$ cat src/rtl/reg_bus_master_pkg.sv
// Shared encodings for the register-bus initiator: FSM states, block-select field
// position and the read latencies the initiator knows how to time.
package reg_bus_master_pkg;

  typedef enum logic [2:0] {
    ST_IDLE     = 3'd0,
    ST_SETUP    = 3'd1,
    ST_WR       = 3'd2,
    ST_RD_ISSUE = 3'd3,
    ST_RD_WAIT  = 3'd4,
    ST_RD_HOLD  = 3'd5,
    ST_FINISH   = 3'd6
  } state_e;

  localparam int BLOCK_SEL_MSB = 7;
  localparam int BLOCK_SEL_LSB = 6;

  localparam int READ_LATENCY_COMB = 0;
  localparam int READ_LATENCY_REG  = 1;

  function automatic logic [1:0] block_sel(input logic [7:0] addr);
    return addr[BLOCK_SEL_MSB:BLOCK_SEL_LSB];
  endfunction

endpackage

$ cat src/rtl/reg_bus_master.sv
// Initiator end of the 8-bit register bus: turns one command plus a byte stream
// into a burst of byte-wise register strobes with an incrementing byte count.
module reg_bus_master
  import reg_bus_master_pkg::*;
#(
  parameter int pBYTECNT_SIZE = 7,
  parameter int pREAD_LATENCY = 1
) (
  input  logic                     usb_clk,
  input  logic                     reset_i,
  input  logic                     cmd_valid,
  output logic                     cmd_ready,
  input  logic                     cmd_write,
  input  logic [7:0]               cmd_address,
  input  logic [pBYTECNT_SIZE-1:0] cmd_len,
  input  logic                     cmd_abort,
  input  logic [7:0]               wr_data,
  input  logic                     wr_valid,
  output logic                     wr_ready,
  output logic [7:0]               rd_data,
  output logic                     rd_valid,
  input  logic                     rd_ready,
  output logic [7:0]               reg_address,
  output logic [pBYTECNT_SIZE-1:0] reg_bytecnt,
  output logic [7:0]               write_data,
  input  logic [7:0]               read_data,
  output logic                     reg_read,
  output logic                     reg_write,
  output logic                     reg_addrvalid,
  output logic                     busy,
  output logic                     done,
  output logic                     aborted
);

  localparam bit COMB_SLAVE = (pREAD_LATENCY == READ_LATENCY_COMB);

  state_e                   state_q;
  logic                     write_q;
  logic                     last_q;
  logic [pBYTECNT_SIZE-1:0] len_q;
  logic [pBYTECNT_SIZE-1:0] idx_q;
  logic [pBYTECNT_SIZE-1:0] reg_bytecnt_q;
  logic [7:0]               reg_address_q;
  logic [7:0]               write_data_q;
  logic [7:0]               rd_data_q;
  logic                     reg_read_q;
  logic                     reg_write_q;
  logic                     reg_addrvalid_q;
  logic                     rd_valid_q;
  logic                     done_q;
  logic                     aborted_q;
  logic                     abort_hit;

  // FINISH is already winding down, so an abort there has nothing left to cancel.
  assign abort_hit = cmd_abort && (state_q != ST_IDLE) && (state_q != ST_FINISH);

  assign cmd_ready     = (state_q == ST_IDLE) && !reset_i;
  assign wr_ready      = (state_q == ST_WR) && !last_q && !cmd_abort && !reset_i;
  assign busy          = (state_q != ST_IDLE);
  assign reg_address   = reg_address_q;
  assign reg_bytecnt   = reg_bytecnt_q;
  assign write_data    = write_data_q;
  assign reg_read      = reg_read_q;
  assign reg_write     = reg_write_q;
  assign reg_addrvalid = reg_addrvalid_q;
  assign rd_data       = rd_data_q;
  assign rd_valid      = rd_valid_q;
  assign done          = done_q;
  assign aborted       = aborted_q;

  always_ff @(posedge usb_clk) begin
    if (reset_i) begin
      state_q         <= ST_IDLE;
      write_q         <= 1'b0;
      last_q          <= 1'b0;
      len_q           <= '0;
      idx_q           <= '0;
      reg_bytecnt_q   <= '0;
      reg_address_q   <= '0;
      write_data_q    <= '0;
      rd_data_q       <= '0;
      reg_read_q      <= 1'b0;
      reg_write_q     <= 1'b0;
      reg_addrvalid_q <= 1'b0;
      rd_valid_q      <= 1'b0;
      done_q          <= 1'b0;
      aborted_q       <= 1'b0;
    end else begin
      // Strobes and completion flags are single-cycle unless re-armed below.
      reg_read_q  <= 1'b0;
      reg_write_q <= 1'b0;
      done_q      <= 1'b0;
      aborted_q   <= 1'b0;
      if (abort_hit) begin
        state_q         <= ST_FINISH;
        reg_addrvalid_q <= 1'b0;
        rd_valid_q      <= 1'b0;
        done_q          <= 1'b1;
        aborted_q       <= 1'b1;
      end else begin
        unique case (state_q)
          ST_IDLE: begin
            if (cmd_valid) begin
              state_q         <= ST_SETUP;
              reg_address_q   <= cmd_address;
              reg_addrvalid_q <= 1'b1;
              len_q           <= cmd_len;
              write_q         <= cmd_write;
              idx_q           <= '0;
              last_q          <= 1'b0;
              reg_bytecnt_q   <= '0;
            end
          end
          ST_SETUP: begin
            if (write_q) begin
              state_q <= ST_WR;
            end else begin
              state_q       <= ST_RD_ISSUE;
              reg_read_q    <= 1'b1;
              reg_bytecnt_q <= idx_q;
            end
          end
          ST_WR: begin
            // last_q lets the final strobe complete before leaving, and avoids
            // the index wrapping on a full-length burst.
            if (last_q) begin
              state_q         <= ST_FINISH;
              reg_addrvalid_q <= 1'b0;
              done_q          <= 1'b1;
            end else if (wr_valid) begin
              reg_write_q   <= 1'b1;
              write_data_q  <= wr_data;
              reg_bytecnt_q <= idx_q;
              if (idx_q == len_q) last_q <= 1'b1;
              else                idx_q  <= idx_q + 1'b1;
            end
          end
          ST_RD_ISSUE: begin
            if (COMB_SLAVE) begin
              rd_data_q  <= read_data;
              rd_valid_q <= 1'b1;
              state_q    <= ST_RD_HOLD;
            end else begin
              state_q <= ST_RD_WAIT;
            end
          end
          ST_RD_WAIT: begin
            rd_data_q  <= read_data;
            rd_valid_q <= 1'b1;
            state_q    <= ST_RD_HOLD;
          end
          ST_RD_HOLD: begin
            if (rd_ready) begin
              rd_valid_q <= 1'b0;
              if (idx_q == len_q) begin
                state_q         <= ST_FINISH;
                reg_addrvalid_q <= 1'b0;
                done_q          <= 1'b1;
              end else begin
                idx_q         <= idx_q + 1'b1;
                reg_bytecnt_q <= idx_q + 1'b1;
                reg_read_q    <= 1'b1;
                state_q       <= ST_RD_ISSUE;
              end
            end
          end
          ST_FINISH: state_q <= ST_IDLE;
          default:   state_q <= ST_IDLE;
        endcase
      end
    end
  end

endmodule

$ cat config.mk
export PLATFORM = sky130hd
export DESIGN_NAME = reg_bus_master
export DESIGN_NICKNAME = d
export VERILOG_FILES = /design/src/rtl/reg_bus_master_pkg.sv /design/src/rtl/reg_bus_master.sv
export SDC_FILE = /design/constraint.sdc
export NUM_CORES = 1
export LEC_CHECK = 0
export ABC_AREA = 0
export CAP_MARGIN = 20
export CORE_UTILIZATION = 45
export DETAILED_ROUTE_END_ITERATION = 7
export PLACE_DENSITY = 0.78
export SYNTH_ARGS = -nofsm -noshare
export SYNTH_HDL_FRONTEND = slang
export SYNTH_SLANG_ARGS = --single-unit
$ cat constraint.sdc
create_clock -name usb_clk -period 1.87 [get_ports usb_clk]
set_input_delay 0.2805 -clock usb_clk [delete_from_list [all_inputs] [get_ports usb_clk]]
set_output_delay 0.2805 -clock usb_clk [all_outputs]
set_load 0.005 [all_outputs]
=== Word level (Yosys, flattened, before mapping) ===
Index checks and enable logic that the tools add are counted.
W data, S select, Z words.

* Bits of input ports: 38
* Output and inout port bits: 40
* Word-level logic and storage cells: 106
* Register bits: 56

* Muxes and demuxes: 41
* Eq/ne operators: 18
* Add/sub/neg operators: 1
* Reductions and logical operators: 27
* Bitwise operators: 3

{| class="wikitable"
|+ Operator list
! cell !! number
|-
| $mux W7 || 10
|-
| $pmux W7 S4 || 1
|-
| $pmux W7 S3 || 1
|-
| $mux W1 || 18
|-
| $pmux W3 S6 || 1
|-
| $ne A2 B2 Y1 const B || 8
|-
| $mux W3 || 5
|-
| $ne A3 B3 Y1 const B || 4
|-
| $reduce_and A3 Y1 || 4
|-
| $pmux W1 S2 || 4
|-
| $reduce_and A8 Y1 || 1
|-
| $add A7 B1 Y7 const B || 1
|-
| $eq A7 B7 Y1 || 1
|-
| $eq A3 B2 Y1 const B || 2
|-
| $eq A3 B3 Y1 const B || 2
|-
| $logic_and A1 B1 Y1 || 6
|-
| $reduce_and A6 Y1 || 1
|-
| $reduce_bool A3 Y1 || 2
|-
| $reduce_and A5 Y1 || 1
|-
| $reduce_and A2 Y1 || 2
|-
| $reduce_and A4 Y1 || 1
|-
| $reduce_bool A2 Y1 || 2
|-
| $reduce_bool A4 Y1 || 1
|-
| $reduce_or A4 Y1 || 1
|-
| other kinds (6) || 10
|}

=== Logic depth before layout (Yosys ltp) ===
* Depth after elaboration: 5
* Depth in mapped cells: 8
* Gate-level depth less buffers: 5

=== Least setup slack after synthesis ===
OpenSTA, ideal clock, no wires.

* Path kind: reg-to-reg
* From: reg idx_q[0]
* To: reg reg_bytecnt_q[2], in the netlist reg_bytecnt[2]
* Arrival time: 1.606 ns
* Setup slack: 0.175 ns
* Clock period less this slack: 1.695 ns
* Stages on the path, launching flop included: 9
* Path buffers: 3
* Cell sequence: dfxtp_1 buf_2 xnor2_1 nand4_1 or3_1 buf_2 and2_4 buf_6 a311oi_2

* Word-level cells in the longest chain between the ends: 4

{| class="wikitable"
|+ Ends and longest elaborated chain
! element !! RTL line !! text
|-
| from (decl) || reg_bus_master.sv:41 || <nowiki>logic [pBYTECNT_SIZE-1:0] idx_q;</nowiki>
|-
| from (signal assigned) || reg_bus_master.sv:135 || <nowiki>else idx_q <= idx_q + 1'b1;</nowiki>
|-
| from (signal assigned) || reg_bus_master.sv:160 || <nowiki>idx_q <= idx_q + 1'b1;</nowiki>
|-
| $add A7 B1 Y7 || reg_bus_master.sv:161 || <nowiki>reg_bytecnt_q <= idx_q + 1'b1;</nowiki>
|-
| $mux W7 || reg_bus_master.sv:155 || <nowiki>if (idx_q == len_q) begin</nowiki>
|-
| $mux W7 || reg_bus_master.sv:153 || <nowiki>if (rd_ready) begin</nowiki>
|-
| $pmux W7 S4 || reg_bus_master.sv:101 || <nowiki>unique case (state_q)</nowiki>
|-
| to (signal assigned) || reg_bus_master.sv:120 || <nowiki>reg_bytecnt_q <= idx_q;</nowiki>
|-
| to (signal assigned) || reg_bus_master.sv:133 || <nowiki>reg_bytecnt_q <= idx_q;</nowiki>
|-
| to (signal assigned) || reg_bus_master.sv:161 ||
|-
| to (decl) || reg_bus_master.sv:42 || <nowiki>logic [pBYTECNT_SIZE-1:0] reg_bytecnt_q;</nowiki>
|}

Several ways; a longest one is shown, not always the timed one. The select of a mux whose other input is x is not followed.
A chain may end at the register's enable or synchronous reset.

=== Worst setup path in the final report ===
* From: in cmd_abort
* To: out wr_ready

* Word-level cells in the longest chain between the ends: 3

{| class="wikitable"
|+ Ends and longest elaborated chain
! element !! RTL line !! text
|-
| from (decl) || reg_bus_master.sv:16 || <nowiki>input logic cmd_abort,</nowiki>
|-
| $logic_not A1 Y1 || reg_bus_master.sv:58 || <nowiki>assign wr_ready = (state_q == ST_WR) && !last_q && !cmd_abort && !reset_i;</nowiki>
|-
| $logic_and A1 B1 Y1 (2 in series) || reg_bus_master.sv:58 ||
|-
| to (decl) || reg_bus_master.sv:19 || <nowiki>output logic wr_ready,</nowiki>
|}

Every way passes these cells.

==> metrics <==
outcome finished clean; post-synthesis sequential area ratio 41.2%; Die Ht 79.8 µm; CTS tree built; number of placed instances, taps included 487; worst reg2reg path startpoint state_q[0]; Worst setup EP type primary output; Starting DRT DRC Count 179; initial antenna violation count 0; CP Launch Type input port; final worst path period need 1.80 ns; Detailed Routing Iterations Pass 1 4; fraction of layout cells with a size suffix above 1 14.7%; number of global-route vias before repair 2520; Primary FF master, synth dfxtp_1; period utilisation layout 96.0%; # fillers 474; Mean Syn Cell Area 8.25 µm²; CTS root buffer clkbuf_8; Final nets 461; top post-synthesis cells by area dfxtp_1, nand2_1, a21oi_1; overall routed net length 6.83 mm; worst setup path start cmd_abort; Max-slew headroom 63.9%; Post-synth ARST share 0%; clk sinks 56; worst-case reg-to-reg path depth 7; Slew Limit Fails 0; #FFs+latches synth 56; Worst Tran Pin Value 0.537 ns; setup ws final 0.0747 ns; Syn Inst Count 330; # IOs 78; number of port buffers 77; core box area 0.00568 mm²; CTS max path bufs 2; Synth area leader dfxtp_1; syn nets 369; Clock Latency Late Sink 0.31 ns; Critical Path End wr_ready; Peak VDD IR 0.889 mV; H-tree depth 2; ANT cells 0; Leakage 1.43 nW; first-pass GRT wire length 11.1 mm; GP Congestion 0.921; post-synthesis cell area 0.00272 mm²; DRC Markers 0; Hold Path Class in -> reg; via count 2672; Post-synth EDFFs 0; number of vias per cell 5.41; total grt overflow 0; reg2reg end idx_q[3]; Final setup viols 0; P&R area growth vs syn 40.1%; Antenna Nets Post-Route 0; Max Fanout on Critical Path 3; Die Area 0.00636 mm²; Cell Rows 27; dpl ws -0.237 ns; worst path required time 1.59 ns; max cap viols 0; Setup CP Type in -> out; r2r setup slk 0.11 ns; clock slew seen by the registers of the worst setup and hold paths 0.09 ns; Total GRT Usage 22.1%; WP data arrival 1.51 ns; # hold bufs at CTS 0; final hold violation count 0; RSZ-0062 raised after global routing no; most common cell in the netlist nand2_1; CTS buffer count 5; Design Power 0.00501 W; PwrDens 1310 mW/mm²; clock skew 0.00842 ns; Max Clock Freq 557 MHz; Post-synth top cells nand2_1, dfxtp_1, a21oi_1; Yosys warnings 0; Synth top area share 41.2%; Starting Density 47.9%; Horiz. Die Dim 79.8 µm; Hold Worst Slack 0.292 ns; Unique masters post-synth 56; non-filler cells, final 494; Avg WL per Cell 13.8 µm; hpwl dp 4.94 mm; largest net degree at the start of global routing 48
## routing by layer
layer	up-vias	share of wire, %	global-route usage [%]
met2	111	45	35.6
met4	0	0.98	7.68
met5	-	0	0
met1	1220	46	28.2
li1	1332	-	-
met3	9	8.1	6.06
## area by class of cell
type                            instances  area [µm²]  area share [%]
Sequential cell                        56        1120            29.5
Tap cell                               72        90.1            2.36
Clock buffer                            5        68.8            1.80
Timing Repair Buffer                  106        1020            26.7
Inverter                                4        15.0           0.394
Multi-Input combinational cell        249        1490            39.0
Clock inverter                          2        12.5           0.328
## metrics by stage
step	cell area (µm²)	util (%)	TNS [ns]
after global placement	3720	65.6	-2.50
after detailed placement	3720	65.6	-3.15
after floorplan	2720	-	0
after global routing	3810	67.2	0
final	3810	67.2	0
after CTS	3810	67.1	0
## worst max-delay path, stage by stage
cell             delay (ns)
clkdlybuf4s50_1        0.43
or3b_4                 0.40
nor3_1                 0.14
dlygate4sd2_1          0.26
## report_power, final
group	leakage, nW	switching, W	total (W)	internal, W
registers	0.457	0.000165	0.00161	0.00144
logic	0.938	0.00140	0.00276	0.00135
clock network	0.0400	0.000387	0.000642	0.000255
total	1.43	0.00196	0.00501	0.00305
## cells by family after synthesis
| logic type | after synthesis | share of synthesized area, % |
|---|---|---|
| AND/OR/NAND/NOR | 139 | 24.8 |
| buffers and inverters | 25 | 4.64 |
| adder cells (fa/ha/maj) | 1 | 0.460 |
| XOR/XNOR | 9 | 2.90 |
| AO/OA/AOI/OAI | 90 | 22.3 |
| multiplexers | 10 | 3.68 |
| flip-flops | 56 | 41.2 |
## cell usage in the layout (no fill, tap or decap), types with 6 or more instances in the layout
master | Yosys | routed
nand2_1 | 64 | 64
a21oi_1 | 42 | 42
xnor2_1 | 7 | 7
buf_4 | 2 | 26
nand3_1 | 6 | 6
mux2i_1 | 10 | 10
o21ai_0 | 12 | 12
nor2_1 | 27 | 27
clkdlybuf4s50_1 | 0 | 73
dfxtp_1 | 56 | 54
## state kept, by name (all words and copies together), names as in the netlist
signal,count
rd_data,8
reg_read,1
len_q,7
write_q,1
rd_valid,1
write_data,8
state_q,3
last_q,1
aborted,1
reg_addrvalid,1
done,1
reg_address,8
reg_bytecnt,7
reg_write,1
idx_q,7
## repair_timing
item / CTS / global route
buffers inserted: 0 / 0
setup endpoints to repair: 6 / 6
gates resized for setup: 7 / 1
## worst min path at each step
stage                      to  cells after the start  slack [ns]           start
3_3_place_gp   reg_address[1]                      2        0.44  reg_address[1]
2_1_floorplan         write_q                      2        0.42       cmd_write
3_5_place_dp       rd_data[2]                      2        0.45      rd_data[2]
6_report        write_data[2]                      2        0.29         reset_i
4_1_cts         write_data[2]                      2        0.28         reset_i
5_1_grt         write_data[4]                      2        0.28         reset_i
Power figures use the tool's default switching activity.
